<file path="config.mk">
export PLATFORM = sky130hd
export DESIGN_NAME = spi_master_n_flat
export DESIGN_NICKNAME = d
export VERILOG_FILES = /design/src/rtl/spi_master_n_if.sv /design/src/rtl/spi_master_n.sv /design/src/flat_wrapper.sv
export SDC_FILE = /design/constraint.sdc
export NUM_CORES = 1
export LEC_CHECK = 0
export CAP_MARGIN = 20
export CORE_MARGIN = 2
export CORE_UTILIZATION = 43
export CTS_BUF_LIST = sky130_fd_sc_hd__clkbuf_8
export DETAILED_ROUTE_END_ITERATION = 10
export MAX_ROUTING_LAYER = met4
export PLACE_DENSITY_LB_ADDON = 0.2
export SLEW_MARGIN = 20
export SYNTH_ARGS = -nofsm -noshare
export SYNTH_HDL_FRONTEND = slang
export SYNTH_SLANG_ARGS = --single-unit
</file>
<file path="constraint.sdc">
create_clock -name clk -period 1.71 [get_ports clk]
set_input_delay 0.342 -clock clk [delete_from_list [all_inputs] [get_ports clk]]
set_output_delay 0.342 -clock clk [all_outputs]
set_load 0.02 [all_outputs]
</file>
<file path="src/rtl/spi_master_n_if.sv">
// Bundles the CPU-side request/status signals and the SPI pins of spi_master_n.
// master is the controller's view; slave is the CPU plus peripheral side.
interface spi_master_n_if #(
  parameter int DATA_W = 8,
  parameter int NCS    = 1
);
  localparam int CSW = (NCS > 1) ? $clog2(NCS) : 1;

  logic              start;
  logic [DATA_W-1:0] wdata;
  logic              dc;
  logic [CSW-1:0]    cs_sel;
  logic              cpol;
  logic              cpha;
  logic              busy;
  logic              done;
  logic [DATA_W-1:0] rdata;
  logic              sck;
  logic              mosi;
  logic              miso;
  logic [NCS-1:0]    cs_;
  logic              dc_;

  modport master (
    input  start, wdata, dc, cs_sel, cpol, cpha, miso,
    output busy, done, rdata, sck, mosi, cs_, dc_
  );

  modport slave (
    output start, wdata, dc, cs_sel, cpol, cpha, miso,
    input  busy, done, rdata, sck, mosi, cs_, dc_
  );
endinterface

</file>
<file path="src/rtl/spi_master_n.sv">
// SPI master, all four modes, N chip selects; receive path only when SPI_MISO_EN is defined.
// busy for DIV*(2*DATA_W+2) cycles per frame; start is ignored while busy (no queueing).
module spi_master_n #(
  parameter int DATA_W = 8,
  parameter int DIV    = 25,
  parameter int NCS    = 1
) (
  input logic            clk,
  input logic            reset_,
  spi_master_n_if.master bus
);
  localparam int CSW  = (NCS > 1) ? $clog2(NCS) : 1;
  localparam int CNTW = (DIV > 1) ? $clog2(DIV) : 1;
  localparam int BITW = $clog2(2 * DATA_W + 1);
  localparam logic [CNTW-1:0] CNT_LAST = CNTW'(DIV - 1);
  localparam logic [BITW-1:0] BIT_LAST = BITW'(2 * DATA_W - 1);

  typedef enum logic [1:0] {IDLE, SETUP, TRANS, HOLD} state_t;

  state_t            state, state_d;
  logic [CNTW-1:0]   cnt2, cnt2_d;
  logic [BITW-1:0]   bit_cnt, bit_cnt_d;
  logic [DATA_W-1:0] tx_sr, tx_sr_d;
  logic [CSW-1:0]    sel_q, sel_d;
  logic              cpol_q, cpol_d, cpha_q, cpha_d;
  logic              sck_q, sck_d, mosi_q, mosi_d;
  logic              dc_q, dc_d, done_q, done_d;
  logic              hp_end, leading, shift_edge, sample;
  logic [NCS-1:0]    cs_n;

  always_ff @(posedge clk or negedge reset_) begin
    if (!reset_) begin
      state   <= IDLE;
      cnt2    <= '0;
      bit_cnt <= '0;
      tx_sr   <= '0;
      sel_q   <= '0;
      cpol_q  <= 1'b0;
      cpha_q  <= 1'b0;
      sck_q   <= 1'b0;
      mosi_q  <= 1'b0;
      dc_q    <= 1'b0;
      done_q  <= 1'b0;
    end else begin
      state   <= state_d;
      cnt2    <= cnt2_d;
      bit_cnt <= bit_cnt_d;
      tx_sr   <= tx_sr_d;
      sel_q   <= sel_d;
      cpol_q  <= cpol_d;
      cpha_q  <= cpha_d;
      sck_q   <= sck_d;
      mosi_q  <= mosi_d;
      dc_q    <= dc_d;
      done_q  <= done_d;
    end
  end

  always_comb begin
    state_d    = state;
    cnt2_d     = cnt2;
    bit_cnt_d  = bit_cnt;
    tx_sr_d    = tx_sr;
    sel_d      = sel_q;
    cpol_d     = cpol_q;
    cpha_d     = cpha_q;
    sck_d      = sck_q;
    mosi_d     = mosi_q;
    dc_d       = dc_q;
    done_d     = 1'b0;
    hp_end     = (cnt2 == CNT_LAST);
    // Toggle number bit_cnt+1 is odd (a leading edge) when bit_cnt is even.
    leading    = ~bit_cnt[0];
    shift_edge = cpha_q ? leading : ~leading;
    sample     = 1'b0;
    case (state)
      IDLE: begin
        if (bus.start) begin
          state_d   = SETUP;
          cnt2_d    = '0;
          bit_cnt_d = '0;
          sel_d     = bus.cs_sel;
          cpol_d    = bus.cpol;
          cpha_d    = bus.cpha;
          dc_d      = bus.dc;
          sck_d     = bus.cpol;
          // CPHA=0 must present the MSB before the first (sampling) edge.
          if (bus.cpha) begin
            tx_sr_d = bus.wdata;
          end else begin
            mosi_d  = bus.wdata[DATA_W-1];
            tx_sr_d = {bus.wdata[DATA_W-2:0], 1'b0};
          end
        end
      end
      SETUP: begin
        cnt2_d = cnt2 + 1'b1;
        if (hp_end) begin
          cnt2_d  = '0;
          state_d = TRANS;
        end
      end
      TRANS: begin
        cnt2_d = cnt2 + 1'b1;
        if (hp_end) begin
          cnt2_d    = '0;
          sck_d     = ~sck_q;
          bit_cnt_d = bit_cnt + 1'b1;
          sample    = ~shift_edge;
          if (shift_edge && bit_cnt != BIT_LAST) begin
            mosi_d  = tx_sr[DATA_W-1];
            tx_sr_d = {tx_sr[DATA_W-2:0], 1'b0};
          end
          if (bit_cnt == BIT_LAST) state_d = HOLD;
        end
      end
      HOLD: begin
        cnt2_d = cnt2 + 1'b1;
        if (hp_end) begin
          cnt2_d  = '0;
          state_d = IDLE;
          done_d  = 1'b1;
        end
      end
      default: state_d = IDLE;
    endcase
  end

  // An out-of-range cs_sel matches no bit, so the frame runs with every select high.
  always_comb begin
    cs_n = '1;
    if (state != IDLE) begin
      for (int i = 0; i < NCS; i++) begin
        if (sel_q == CSW'(i)) cs_n[i] = 1'b0;
      end
    end
  end

  assign bus.cs_  = cs_n;
  assign bus.busy = (state != IDLE);
  assign bus.done = done_q;
  assign bus.sck  = sck_q;
  assign bus.mosi = mosi_q;
  assign bus.dc_  = dc_q;

`ifdef SPI_MISO_EN
  logic [DATA_W-1:0] rx_sr, rdata_q;

  always_ff @(posedge clk or negedge reset_) begin
    if (!reset_) begin
      rx_sr   <= '0;
      rdata_q <= '0;
    end else begin
      if (sample) rx_sr <= {rx_sr[DATA_W-2:0], bus.miso};
      if (state == HOLD && hp_end) rdata_q <= rx_sr;
    end
  end

  assign bus.rdata = rdata_q;
`else
  logic [1:0] unused_rx;
  assign unused_rx = {bus.miso, sample};
  assign bus.rdata = '0;
`endif
endmodule
</file>
<file path="src/flat_wrapper.sv">
// flat-port wrapper written by rule: the top's interface ports become plain ports
module spi_master_n_flat 
#(
  parameter int DATA_W = 8,
  parameter int DIV    = 25,
  parameter int NCS    = 1
)
  (clk, reset_, bus_start, bus_wdata, bus_dc, bus_cs_sel, bus_cpol, bus_cpha, bus_miso, bus_busy, bus_done, bus_rdata, bus_sck, bus_mosi, bus_cs_, bus_dc_);
  spi_master_n_if #(.DATA_W(DATA_W), .NCS(NCS)) bus_i ();
  input logic clk;
  input logic reset_;
  input wire logic [$bits(bus_i.start)-1:0] bus_start;
  input wire logic [$bits(bus_i.wdata)-1:0] bus_wdata;
  input wire logic [$bits(bus_i.dc)-1:0] bus_dc;
  input wire logic [$bits(bus_i.cs_sel)-1:0] bus_cs_sel;
  input wire logic [$bits(bus_i.cpol)-1:0] bus_cpol;
  input wire logic [$bits(bus_i.cpha)-1:0] bus_cpha;
  input wire logic [$bits(bus_i.miso)-1:0] bus_miso;
  output wire logic [$bits(bus_i.busy)-1:0] bus_busy;
  output wire logic [$bits(bus_i.done)-1:0] bus_done;
  output wire logic [$bits(bus_i.rdata)-1:0] bus_rdata;
  output wire logic [$bits(bus_i.sck)-1:0] bus_sck;
  output wire logic [$bits(bus_i.mosi)-1:0] bus_mosi;
  output wire logic [$bits(bus_i.cs_)-1:0] bus_cs_;
  output wire logic [$bits(bus_i.dc_)-1:0] bus_dc_;
  assign bus_i.start = bus_start;
  assign bus_i.wdata = bus_wdata;
  assign bus_i.dc = bus_dc;
  assign bus_i.cs_sel = bus_cs_sel;
  assign bus_i.cpol = bus_cpol;
  assign bus_i.cpha = bus_cpha;
  assign bus_i.miso = bus_miso;
  assign bus_busy = bus_i.busy;
  assign bus_done = bus_i.done;
  assign bus_rdata = bus_i.rdata;
  assign bus_sck = bus_i.sck;
  assign bus_mosi = bus_i.mosi;
  assign bus_cs_ = bus_i.cs_;
  assign bus_dc_ = bus_i.dc_;
  spi_master_n #(.DATA_W(DATA_W), .DIV(DIV), .NCS(NCS)) u_core (.clk(clk), .reset_(reset_), .bus(bus_i));
endmodule
</file>
; ---- After elaboration in Yosys (flattened, before gate mapping)
; Cells that the tools add are included.
; W data, S select, Z words.
[totals]
mem_bits_ro = 0
output_inout_bits = 14
memories = 0
latch_bits = 0
ram_bits = 0
reg_bits = 26
inputBits = 16
[op_classes]
n_reduce_logical = 10
n_mux = 29
shifts = 0
order_cmp = 0
mul = 0
eq_ne = 13
n_bitwise = 2
div_mod_pow = 0
add_sub_neg = 2
[op_table]
columns = cell, n
row1 = $mux W8, 4
row2 = $pmux W5 S2, 2
row3 = $pmux W8 S2, 1
row4 = $mux W5, 3
row5 = $mux W1, 11
row6 = $add A5 B1 Y5 const B, 2
row7 = $mux W2, 5
row8 = $ne A2 B1 Y1 const B, 5
row9 = $reduce_and A5 Y1, 2
row10 = $pmux W2 S4, 1
row11 = $eq A5 B4 Y1 const B, 1
row12 = $eq A5 B5 Y1 const B, 1
row13 = $ne A5 B4 Y1 const B, 1
row14 = $eq A2 B2 Y1 const B, 2
row15 = $ne A2 B2 Y1 const B, 2
row16 = $pmux W1 S2, 2
row17 = $reduce_and A4 Y1, 1
row18 = $reduce_bool A2 Y1, 2
row19 = $reduce_and A3 Y1, 1
row20 = $reduce_or A3 Y1, 1
row21 = $eq A2 B1 Y1 const B, 1
row22 = $logic_not A2 Y1, 1
row23 = $not A1 Y1, 2
row24 = $reduce_and A2 Y1, 1
row25 = $logic_and A1 B1 Y1, 1

; ---- Depth between registers and ports, before layout
; Gate-level depths: netlist of run 1.
[logic_depth]
word_depth = 6
mapped_depth = 8
mapped_depth_nobuf = 6

; ---- Worst setup path before layout of run 1
; Ideal clock, no wire load.
[synth_timing]
path_type = register to register
from = reg u_core.bit_cnt[0]
to = reg u_core.tx_sr[1]
t_arrival_ns = 1.639
path_buffers = 0
setup_time_ns = 0.125
setup_slack_ns = -0.053
path_stages_with_launch = 7
required_time_ns = 1.585
period_less_slack_ns = 1.763
path_cell_list = dfrtp_1 -> ha_1 -> and3_1 -> ha_1 -> o21ai_4 -> nand3_4 -> mux2_2
[synth_via]
elab_chain_len = 5
elab_cells_between_ends = 6
classes_between = 2 x eq/ne / 1 x mux / 1 x bitwise / 2 x reduce/logical
[synth_lines]
columns = element, line_no
row1 = "start, declared", spi_master_n.sv:22  ; logic [BITW-1:0] bit_cnt, bit_cnt_d;
row2 = "start signal, assigned", spi_master_n.sv:47  ; bit_cnt <= bit_cnt_d;
row3 = branches (longest 2 deep; another with $ne A5 B4 Y1), -
row4 = $logic_and A1 B1 Y1 *, spi_master_n.sv:110  ; if (shift_edge && bit_cnt != BIT_LAST) begin
row5 = $ne A2 B1 Y1 (no source line) *, -
row6 = $reduce_and A4 Y1 (no source line) *, -
row7 = "end signal, assigned", spi_master_n.sv:48  ; tx_sr <= tx_sr_d;
row8 = "end, declared", spi_master_n.sv:23  ; logic [DATA_W-1:0] tx_sr, tx_sr_d;
; Every way passes the cells marked *.
; A chain may end at the register's enable or synchronous reset.

; ---- Worst setup path after layout of run 1
[layout_timing]
from = reg u_core.bit_cnt[1]
to = reg u_core.tx_sr[2]
[layout_via]
elab_chain_len = 4
[layout_lines]
columns = element, line_no
row1 = $ne A5 B4 Y1, spi_master_n.sv:110
row2 = $logic_and A1 B1 Y1, spi_master_n.sv:110
row3 = $ne A2 B1 Y1 (no source line), -
row4 = $reduce_and A4 Y1 (no source line), -
; No other way between the ends.

==> out/qor.csv, run 1 <==
metric,value,unit
ys_seq_area_share,38.9,%
cts_root_buf,clkbuf_8,
die_y,66.4,µm
viasPerCell,5.28,
synth_flop_cell,dfrtp_1,
setup_viol,2,
cts.path.max_buffers,2,
yosys.area_share.simple,17.4,%
internal_power,2.09,mW
met1_usage,22.8,%
clock_skew,2.64,ps
p_seq_share,28.4,%
syn2layout_area_growth,35.9,%
synthArstFlopShare,100,%
fin_setup_tns,-48.2,ps
htreeDepth,1,
portBuffers,20,
status,finished with violations,
post-route-drc-count,0,
violations,negative setup slack,
worstSetupEndpointType,flip-flop,
use_met2,32.4,%
dieArea,4400,µm²
synth_area,1670,µm²
gp_congestion,0.791,
cts.sinks,26,
fin_ws,-27.0,ps
grt.overflow.total,0,
grt_pass1_vias,1400,
nNetsFinal,255,
p_total,3.38,mW
p_leak,1.06,nW
clkTransAtPathRegs,90,ps
place_area,2120,µm²
synthMuxAreaShare,12.7,%
synth_fa_ha_area_share,5.99,%
power_density,1490,nW/µm²
synthXorXnorAreaFrac,0.524,%
rr_endpoint,u_core.tx_sr[2],
wire_per_inst,13.7,µm
switchingPower,1.29,mW
hold_viol,0,
synth_compound_area_share,15.6,%
rows,22,
cp_slowest_stage_delay,390,ps
netlist_instances,176,
finalCritPeriodShare,102,%
vias,1463,
use_met3,3.07,%
critPathKind,flip-flop to flip-flop,
max_freq,576,MHz
cp_max_fo,8,
avgSynthCellArea,9.50,µm²
place_inst,269,
drt_iter0_markers,49,
maxCapViolations,0,
rsz0062_at_grt,true,
min_path_type,input pin to async pin,
core-area,3690,µm²
synth_area_leader_cell,dfrtp_1,
crit_path_start_kind,flip-flop,
cts_buffers,3,
synth-seq-cells,26,
layout.cells.non_filler,277,
crit_required,1880,ps
grt_start_max_net_pins,27,
antenna_cells,0,
die_w,66.4,µm
clockPowerShare,10.5,%
drive_above_1_share,32.8,%
r2r-start,u_core.bit_cnt[1],
clock_latency,270,ps
synth_top_area_share,38.9,%
synth_edf_count,0,
finalCriticalPeriod,1740,ps
ir_drop,0.892,mV
rrSetupSlack,-30,ps
grt_pass1_wl,6160,µm
antenna_found_initial,0,
r2r_cells,6,
synthTopCellsByCount,"dfrtp_1, o21ai_0, nand2_1, mux2_2, mux2i_1",
drt_pass1_iterations,4,
ys_warn_count,0,
wirelength,3790,µm
io_pins,30,
synth_most_common_cell,dfrtp_1,
synth_top_family_by_area,simple AND/OR/NAND/NOR gates,
start_util,45.3,%
crit_slowest_cell,dfrtp_1,
swShare,38.2,%
crit_path_cell_trace,ha_2 -> and3_4 -> ha_4 -> o21ai_4 -> nand3_4 -> mux2_4,
grtUsageTotal,18.9,%
tritoncts,done,
power_frac_comb,61.0,%
drv_slew,0,
synth.distinct_cells,41,
ys_top_cells_by_area,"dfrtp_1, mux2_2, ha_1, mux2i_1, o21ai_0",
detail-route-antenna-nets,0,
grt_busiest_layer,met2,
fin_area,2270,µm²
hpwl,2780,µm
crit_arrival,1900,ps
cells in the final DEF (no fill, tap or decap), types with 6 or more instances in the layout:
cell             instances
clkdlybuf4s50_1         17
buf_4                   39
nand2_1                 16
conb_1                   8
nor2_1                   8
nand3_1                  6
o21ai_0                 18
mux2i_1                 10
dfrtp_1                 26
mux2_2                   8
cells by family after synthesis:
family,after synthesis
fa+ha+maj,8
other cells,1
simple gates,54
flops,26
buf+inv,26
compound gates,40
mux,20
xor+xnor,1
stage by stage:
| step | hold WS [ps] | setup slack, ps | utilization [%] |
|---|---|---|---|
| finish | 438 | -27.0 | 61.6 |
| global route | 476 | -59.2 | 61.6 |
| CTS | 453 | -7.09 | 58.9 |
| detailed placement | 487 | -137 | 57.5 |
| global placement | 475 | -104 | 57.5 |
| floorplan | 46.4 | 12.1 | - |
power by group through the flow:
stage / clock (mW) / sequential, mW / combinational, mW
CTS: 0.360 / 0.965 / 1.91
global placement: 0 / 0.957 / 1.80
detailed placement: 0 / 0.972 / 1.89
finish: 0.356 / 0.962 / 2.07
global route: 0.387 / 0.985 / 2.26
floorplan: 0 / 0.991 / 1.10
worst max path at each step:
stage,slack (ps),cells after the start,startpoint,end
floorplan,10,6,u_core.bit_cnt[0],u_core.tx_sr[1]
finish,-30,6,u_core.bit_cnt[1],u_core.tx_sr[2]
detailed placement,-140,4,u_core.state[0],bus_cs_
global placement,-100,4,u_core.state[0],bus_cs_
CTS,-7,6,u_core.bit_cnt[0],u_core.tx_sr[7]
global route,-60,6,u_core.bit_cnt[1],u_core.tx_sr[2]
flip-flops by register name (all words and copies together) (netlist names), 2 cells and up:
name	count
u_core.bit_cnt	5
u_core.tx_sr	8
u_core.state	2
u_core.cnt2	5
area by class of cell:
cell class	instances	area (µm²)
Inverter	7	26.3
Fill cell	337	1420
Sequential cell	26	651
Clock buffer	3	41.3
Multi-Input combinational cell	131	967
Tap cell	48	60.1
Timing Repair Buffer	62	526
repair_timing:
| action | 4_1_cts | 5_1_grt |
|---|---|---|
| setup endpoints to repair | 14 | 18 |
| hold buffers | 0 | 0 |
| pin swaps | 0 | 5 |
| resized for setup | 11 | 20 |
| setup buffers | 0 | 5 |
metal layers:
layer / routed length, µm / part of all wire (%)
met1: 1640 / 43
met2: 1950 / 51
met3: 158 / 4.2
met4: 41 / 1.1
met5: 0 / 0
worst max-delay path, delay by kind of cell, from the launching register on:
kind                       cells  cell delay [ps]
muxes                          1              330
DFF                            1              390
and+or+nand+nor                2              350
AOI/OAI and AO/OA              1              180
adders and majority gates      2              370
Power figures use the tool's default switching activity.
==> inputs of run 2 (changes only) <==
--- a/config.mk
+++ b/config.mk
@@ -5,13 +5,13 @@
 export SDC_FILE = /design/constraint.sdc
 export NUM_CORES = 1
 export LEC_CHECK = 0
-export CAP_MARGIN = 20
 export CORE_MARGIN = 2
 export CORE_UTILIZATION = 43
 export CTS_BUF_LIST = sky130_fd_sc_hd__clkbuf_8
 export DETAILED_ROUTE_END_ITERATION = 10
 export MAX_ROUTING_LAYER = met4
-export PLACE_DENSITY_LB_ADDON = 0.2
+export PLACE_DENSITY = 0.82
+export SKIP_LAST_GASP = 1
 export SLEW_MARGIN = 20
 export SYNTH_ARGS = -nofsm -noshare
 export SYNTH_HDL_FRONTEND = slang
==> run 2 against run 1 <==
The run now ends clean. Worst hold slack worse by 14 ps. Count of clock-buffer cells in the layout is 1 higher. Register-to-register slack better by 50 ps. Worst setup slack better by 46 ps. Non-clock buffer count is 5 lower. Core utilization is 0.51 points lower. Via count is 1.8% higher. Flip-flop and latch count stayed put. Die area stayed put. Power is 1.7% lower. Clock skew is 3.9 ps higher. Critical path depth stayed put. Critical path type unchanged. Largest cell class unchanged.
==> out/qor.csv, run 2 (same netlist as run 1, synthesis figures left out) <==
metric,value,unit,change
status,finished clean,,was finished with violations
clkTransAtPathRegs,90,ps,about the same
crit_slowest_cell,dfrtp_1,,unchanged
drive_above_1_share,30.7,%,was 32.8%
cts.sinks,26,,unchanged
grtUsageTotal,19.6,%,was 18.9%
place_area,2090,µm²,was 2120 µm²
cp_max_fo,8,,unchanged
final_util,61.1,%,was 61.6%
io_pins,30,,unchanged
rsz0062_at_grt,true,,unchanged
core-area,3690,µm²,unchanged
htreeDepth,1,,unchanged
dp_slack,-187,ps,was -137 ps
clock_latency,270,ps,about the same
clock_skew,6.53,ps,was 2.64 ps
cp_slowest_stage_delay,410,ps,was 390 ps
finalCriticalPeriod,1690,ps,was 1740 ps
grt.overflow.total,0,,unchanged
min_path_type,input pin to async pin,,unchanged
hold_viol,0,,unchanged
crit_arrival,1850,ps,was 1900 ps
die_w,66.4,µm,unchanged
fin_area,2250,µm²,was 2270 µm²
viasPerCell,5.45,,was 5.28
rows,22,,unchanged
die_y,66.4,µm,unchanged
crit_required,1870,ps,was 1880 ps
tritoncts,done,,unchanged
drv_slew,0,,unchanged
drt_iter0_markers,81,,was 49
grt_pass1_vias,1418,,was 1400
power_density,1480,nW/µm²,was 1490 nW/µm²
ir_drop,1.01,mV,was 0.892 mV
rrSetupSlack,20,ps,was -30 ps
gp_congestion,0.847,,was 0.791
fin_hold_ws,425,ps,was 438 ps
antenna_found_initial,0,,unchanged
post-route-drc-count,0,,unchanged
syn2layout_area_growth,34.7,%,was 35.9%
top_regs,"u_core.tx_sr (8), u_core.bit_cnt (5), u_core.cnt2 (5)",,unchanged
hpwl,2720,µm,was 2780 µm
critPathKind,flip-flop to flip-flop,,unchanged
setup_viol,0,,was 2
portBuffers,20,,unchanged
drt_pass1_iterations,4,,unchanged
fin_ws,19.3,ps,was -27.0 ps
p_leak,1.04,nW,was 1.06 nW
nNetsFinal,250,,was 255
largest_reg_flops,8,,unchanged
cp_top_family,flip-flops,,unchanged
antenna_cells,0,,unchanged
grt_start_max_net_pins,27,,unchanged
wire_per_inst,14.3,µm,was 13.7 µm
crit_path_start_kind,flip-flop,,unchanged
detail-route-antenna-nets,0,,unchanged
cts_root_buf,clkbuf_8,,unchanged
cts.path.max_buffers,2,,unchanged
final_common_cell,buf_4,,unchanged
dieArea,4400,µm²,unchanged
vias,1489,,was 1463
regMostFlops,u_core.tx_sr,,unchanged
cp_num_buf_inv,0,,unchanged
grt_pass1_wl,6400,µm,was 6160 µm
cts_buffers,3,,unchanged
wirelength,3900,µm,was 3790 µm
max_freq,591,MHz,was 576 MHz
finalCritPeriodShare,98.9,%,was 102%
maxCapViolations,0,,unchanged
worstSetupEndpointType,flip-flop,,unchanged
crit_path_cell_trace,ha_2 -> and3_4 -> ha_4 -> o21ai_4 -> nand3_4 -> mux2_4,,unchanged
final_cell_mix,"buf_4, dfrtp_1, o21ai_0",,unchanged
start_util,45.3,%,unchanged
[run 2: worst paths after layout]
check | to | from | cells after the start
worst min-delay path | u_core.tx_sr[3] | reset_ | 2
worst max-delay path | u_core.tx_sr[6] | u_core.bit_cnt[0] | 6
worst min register to register | u_core.tx_sr[0] | u_core.tx_sr[0] | 1
max in group asynchronous | u_core.bit_cnt[4] | reset_ | 2
worst max register to register | u_core.tx_sr[6] | u_core.bit_cnt[0] | 6
min in group clk | u_core.tx_sr[0] | u_core.tx_sr[0] | 1
[run 2: routing by layer]
metal / part of all wire [%] / up-vias / global-route usage [%]
li1: - / 707 / -
met1: 41 / 727 / 24.0
met2: 51 / 48 / 32.5
met3: 5.4 / 7 / 3.75
met4: 1.9 / 0 / 6.38
met5: 0 / - / -
[run 2: layout make-up]
| cell class | instances | area (µm²) |
|---|---|---|
| well taps | 48 | 60.1 |
| inverters | 7 | 26.3 |
| multi-input cells | 131 | 966 |
| fillers | 311 | 1440 |
| clock buffers | 4 | 55.1 |
| flip-flops and latches | 26 | 651 |
| repair buffers | 57 | 494 |
[run 2: what timing repair did]
action	CTS	global route
pin swaps	4	6
buffers inserted	2	4
resized for setup	13	12
cloned	0	0
setup endpoints to repair	14	19
hold buffers	0	0
[run 2: where the power goes]
group | total (mW) | switching [mW] | internal (mW)
registers | 0.967 | 0.136 | 0.831
logic | 1.96 | 0.946 | 1.01
clock network | 0.402 | 0.196 | 0.206
[run 2: metrics by stage]
stage / std cells / TNS (ps) / total power, mW
after floorplan: 183 / 0 / 2.09
after global routing: 273 / -132 / 3.58
final: 273 / 0 / 3.33
after CTS: 269 / 0 / 3.19
after global placement: 263 / -1330 / 2.68
after detailed placement: 263 / -1400 / 2.73
==> inputs of run 3 (changes only) <==
--- a/config.mk
+++ b/config.mk
@@ -5,10 +5,12 @@
 export SDC_FILE = /design/constraint.sdc
 export NUM_CORES = 1
 export LEC_CHECK = 0
+export CAP_MARGIN = 10
 export CORE_MARGIN = 2
 export CORE_UTILIZATION = 43
 export CTS_BUF_LIST = sky130_fd_sc_hd__clkbuf_8
 export DETAILED_ROUTE_END_ITERATION = 10
+export GPL_TIMING_DRIVEN = 0
 export MAX_ROUTING_LAYER = met4
 export PLACE_DENSITY = 0.82
 export SKIP_LAST_GASP = 1
==> run 3 against run 2 <==
The run now ends with negative setup slack left. Combinational power grew 3%. Fmax fell by 4.3%. Sequential power rose by 0.5%. First-iteration DRC count is 25% higher. Critical path type unchanged. Critical endpoint is now u_core.bit_cnt[2]. Largest power group unchanged.
==> out/qor.csv, run 3 (same netlist as run 1, synthesis figures left out) <==
metric,value,unit,change
start_util,45.3,%,unchanged
crit_arrival,1990,ps,was 1850 ps
top_regs,"u_core.tx_sr (8), u_core.bit_cnt (5), u_core.cnt2 (5)",,unchanged
rrSetupSlack,-60,ps,was 20 ps
finalCriticalPeriod,1770,ps,was 1690 ps
grt_pass1_wl,6290,µm,was 6400 µm
fin_setup_tns,-85.0,ps,was 0 ps
ir_drop,0.722,mV,was 1.01 mV
crit_start,u_core.state[1],,was u_core.bit_cnt[0]
crit_required,1940,ps,was 1870 ps
io_pins,30,,unchanged
r2r-start,u_core.state[1],,was u_core.bit_cnt[0]
rsz0062_at_grt,true,,unchanged
min_path_type,input pin to async pin,,unchanged
viasPerCell,5.44,,was 5.45
fin_hold_ws,38.0,ps,was 425 ps
max_freq,566,MHz,was 591 MHz
drt_iter0_markers,101,,was 81
largest_reg_flops,8,,unchanged
place_inst,250,,was 263
maxCapViolations,0,,unchanged
nNetsFinal,242,,was 250
rr_endpoint,u_core.bit_cnt[2],,was u_core.tx_sr[6]
final_common_cell,dfrtp_1,,was buf_4
p_total,3.52,mW,was 3.33 mW
grt_pass1_vias,1315,,was 1418
wirelength,4000,µm,was 3900 µm
clkTransAtPathRegs,100,ps,was 90 ps
layout.cells.non_filler,265,,was 273
p_leak,1.04,nW,about the same
final_cell_mix,"dfrtp_1, buf_4, nand2_1, o21ai_0, clkdlybuf4s50_1",,"was buf_4, dfrtp_1, o21ai_0"
slew_headroom,61.2,%,
die_w,66.4,µm,unchanged
cts_buffers,3,,unchanged
setup_viol,2,,was 0
gp_congestion,0.913,,was 0.847
fin_ws,-56.1,ps,was 19.3 ps
cts.path.max_buffers,2,,unchanged
crit_path_start_kind,flip-flop,,unchanged
violations,negative setup slack,,
status,finished with violations,,was finished clean
hpwl,2370,µm,was 2720 µm
portBuffers,19,,was 20
dp_slack,-663,ps,was -187 ps
cts.sinks,26,,unchanged
clock_skew,6.65,ps,was 6.53 ps
vias,1441,,was 1489
dieArea,4400,µm²,unchanged
die_y,66.4,µm,unchanged
rows,22,,unchanged
worstSetupEndpointType,flip-flop,,unchanged
grt_start_max_net_pins,27,,unchanged
antenna_found_initial,0,,unchanged
grt.overflow.total,0,,unchanged
critPathKind,flip-flop to flip-flop,,unchanged
r2r_cells,7,,was 6
htreeDepth,1,,unchanged
regMostFlops,u_core.tx_sr,,unchanged
grtUsageTotal,19.8,%,was 19.6%
finalCritPeriodShare,103,%,was 98.9%
drv_slew,0,,unchanged
core-area,3690,µm²,unchanged
syn2layout_area_growth,33.9,%,was 34.7%
cp_max_fo,10,,was 8
power_density,1570,nW/µm²,was 1480 nW/µm²
antenna_cells,0,,unchanged
clock_latency,290,ps,was 270 ps
detail-route-antenna-nets,0,,unchanged
hold_viol,0,,unchanged
worst_slew_pin_slew,582,ps,
cts_root_buf,clkbuf_8,,unchanged
drive_above_1_share,30.9,%,was 30.7%
wire_per_inst,15.1,µm,was 14.3 µm
post-route-drc-count,0,,unchanged
drt_pass1_iterations,4,,unchanged
tritoncts,done,,unchanged
-- run 3: how the worst max path moves through the flow --
stage	end	slack, ps	cells after the start
CTS	bus_cs_	-50	5
floorplan	u_core.tx_sr[1]	10	6
finish	u_core.bit_cnt[2]	-60	7
global route	bus_cs_	-80	5
global placement	bus_cs_	-660	6
detailed placement	bus_cs_	-660	6
-- run 3: critical path: stages (launching register included) --
cell and delay, ps:
dfrtp_1 400, buf_4 140, ha_1 170, buf_4 180
buf_4 190, and3_1 160, a31oi_1 260, o211a_1 210
-- run 3: stage by stage --
step                utilization (%)  area (µm²)
floorplan                         -        1700
global placement               52.9        1950
detailed placement             52.7        1950
CTS                            59.2        2180
global route                   60.7        2240
finish                         60.7        2240
-- run 3: timing repair --
item | in CTS | in global routing
pin swaps | 4 | 4
setup buffers | 10 | 3
endpoints found under the setup margin | 17 | 20
hold buffers | 0 | 0
gates resized for setup | 30 | 14
-- run 3: power by group --
group          total, mW  switching [mW]  internal [mW]  leakage [nW]
Sequential         0.972           0.141          0.830         0.328
Clock              0.534           0.220          0.314        0.0357
Combinational       2.02            1.00           1.01         0.672
-- run 3: layout make-up --
class                      count  area [µm²]
inverter                       7        26.3
fill                         310        1450
timing repair buffer          32         292
buffer                        17         145
clock inverter                 1        30.0
multi-input combinational    131         992
clock buffer                   3        41.3
sequential                    26         652
tap                           48        60.1
-- run 3: per-layer routing --
layer	routed length [µm]	share of wire [%]	GRT usage, %	up-vias
li1	-	-	-	699
met1	1660	42	24.7	686
met2	2020	51	32.1	49
met3	226	5.6	3.24	7
met4	89	2.2	7.65	0
met5	0	0	-	-
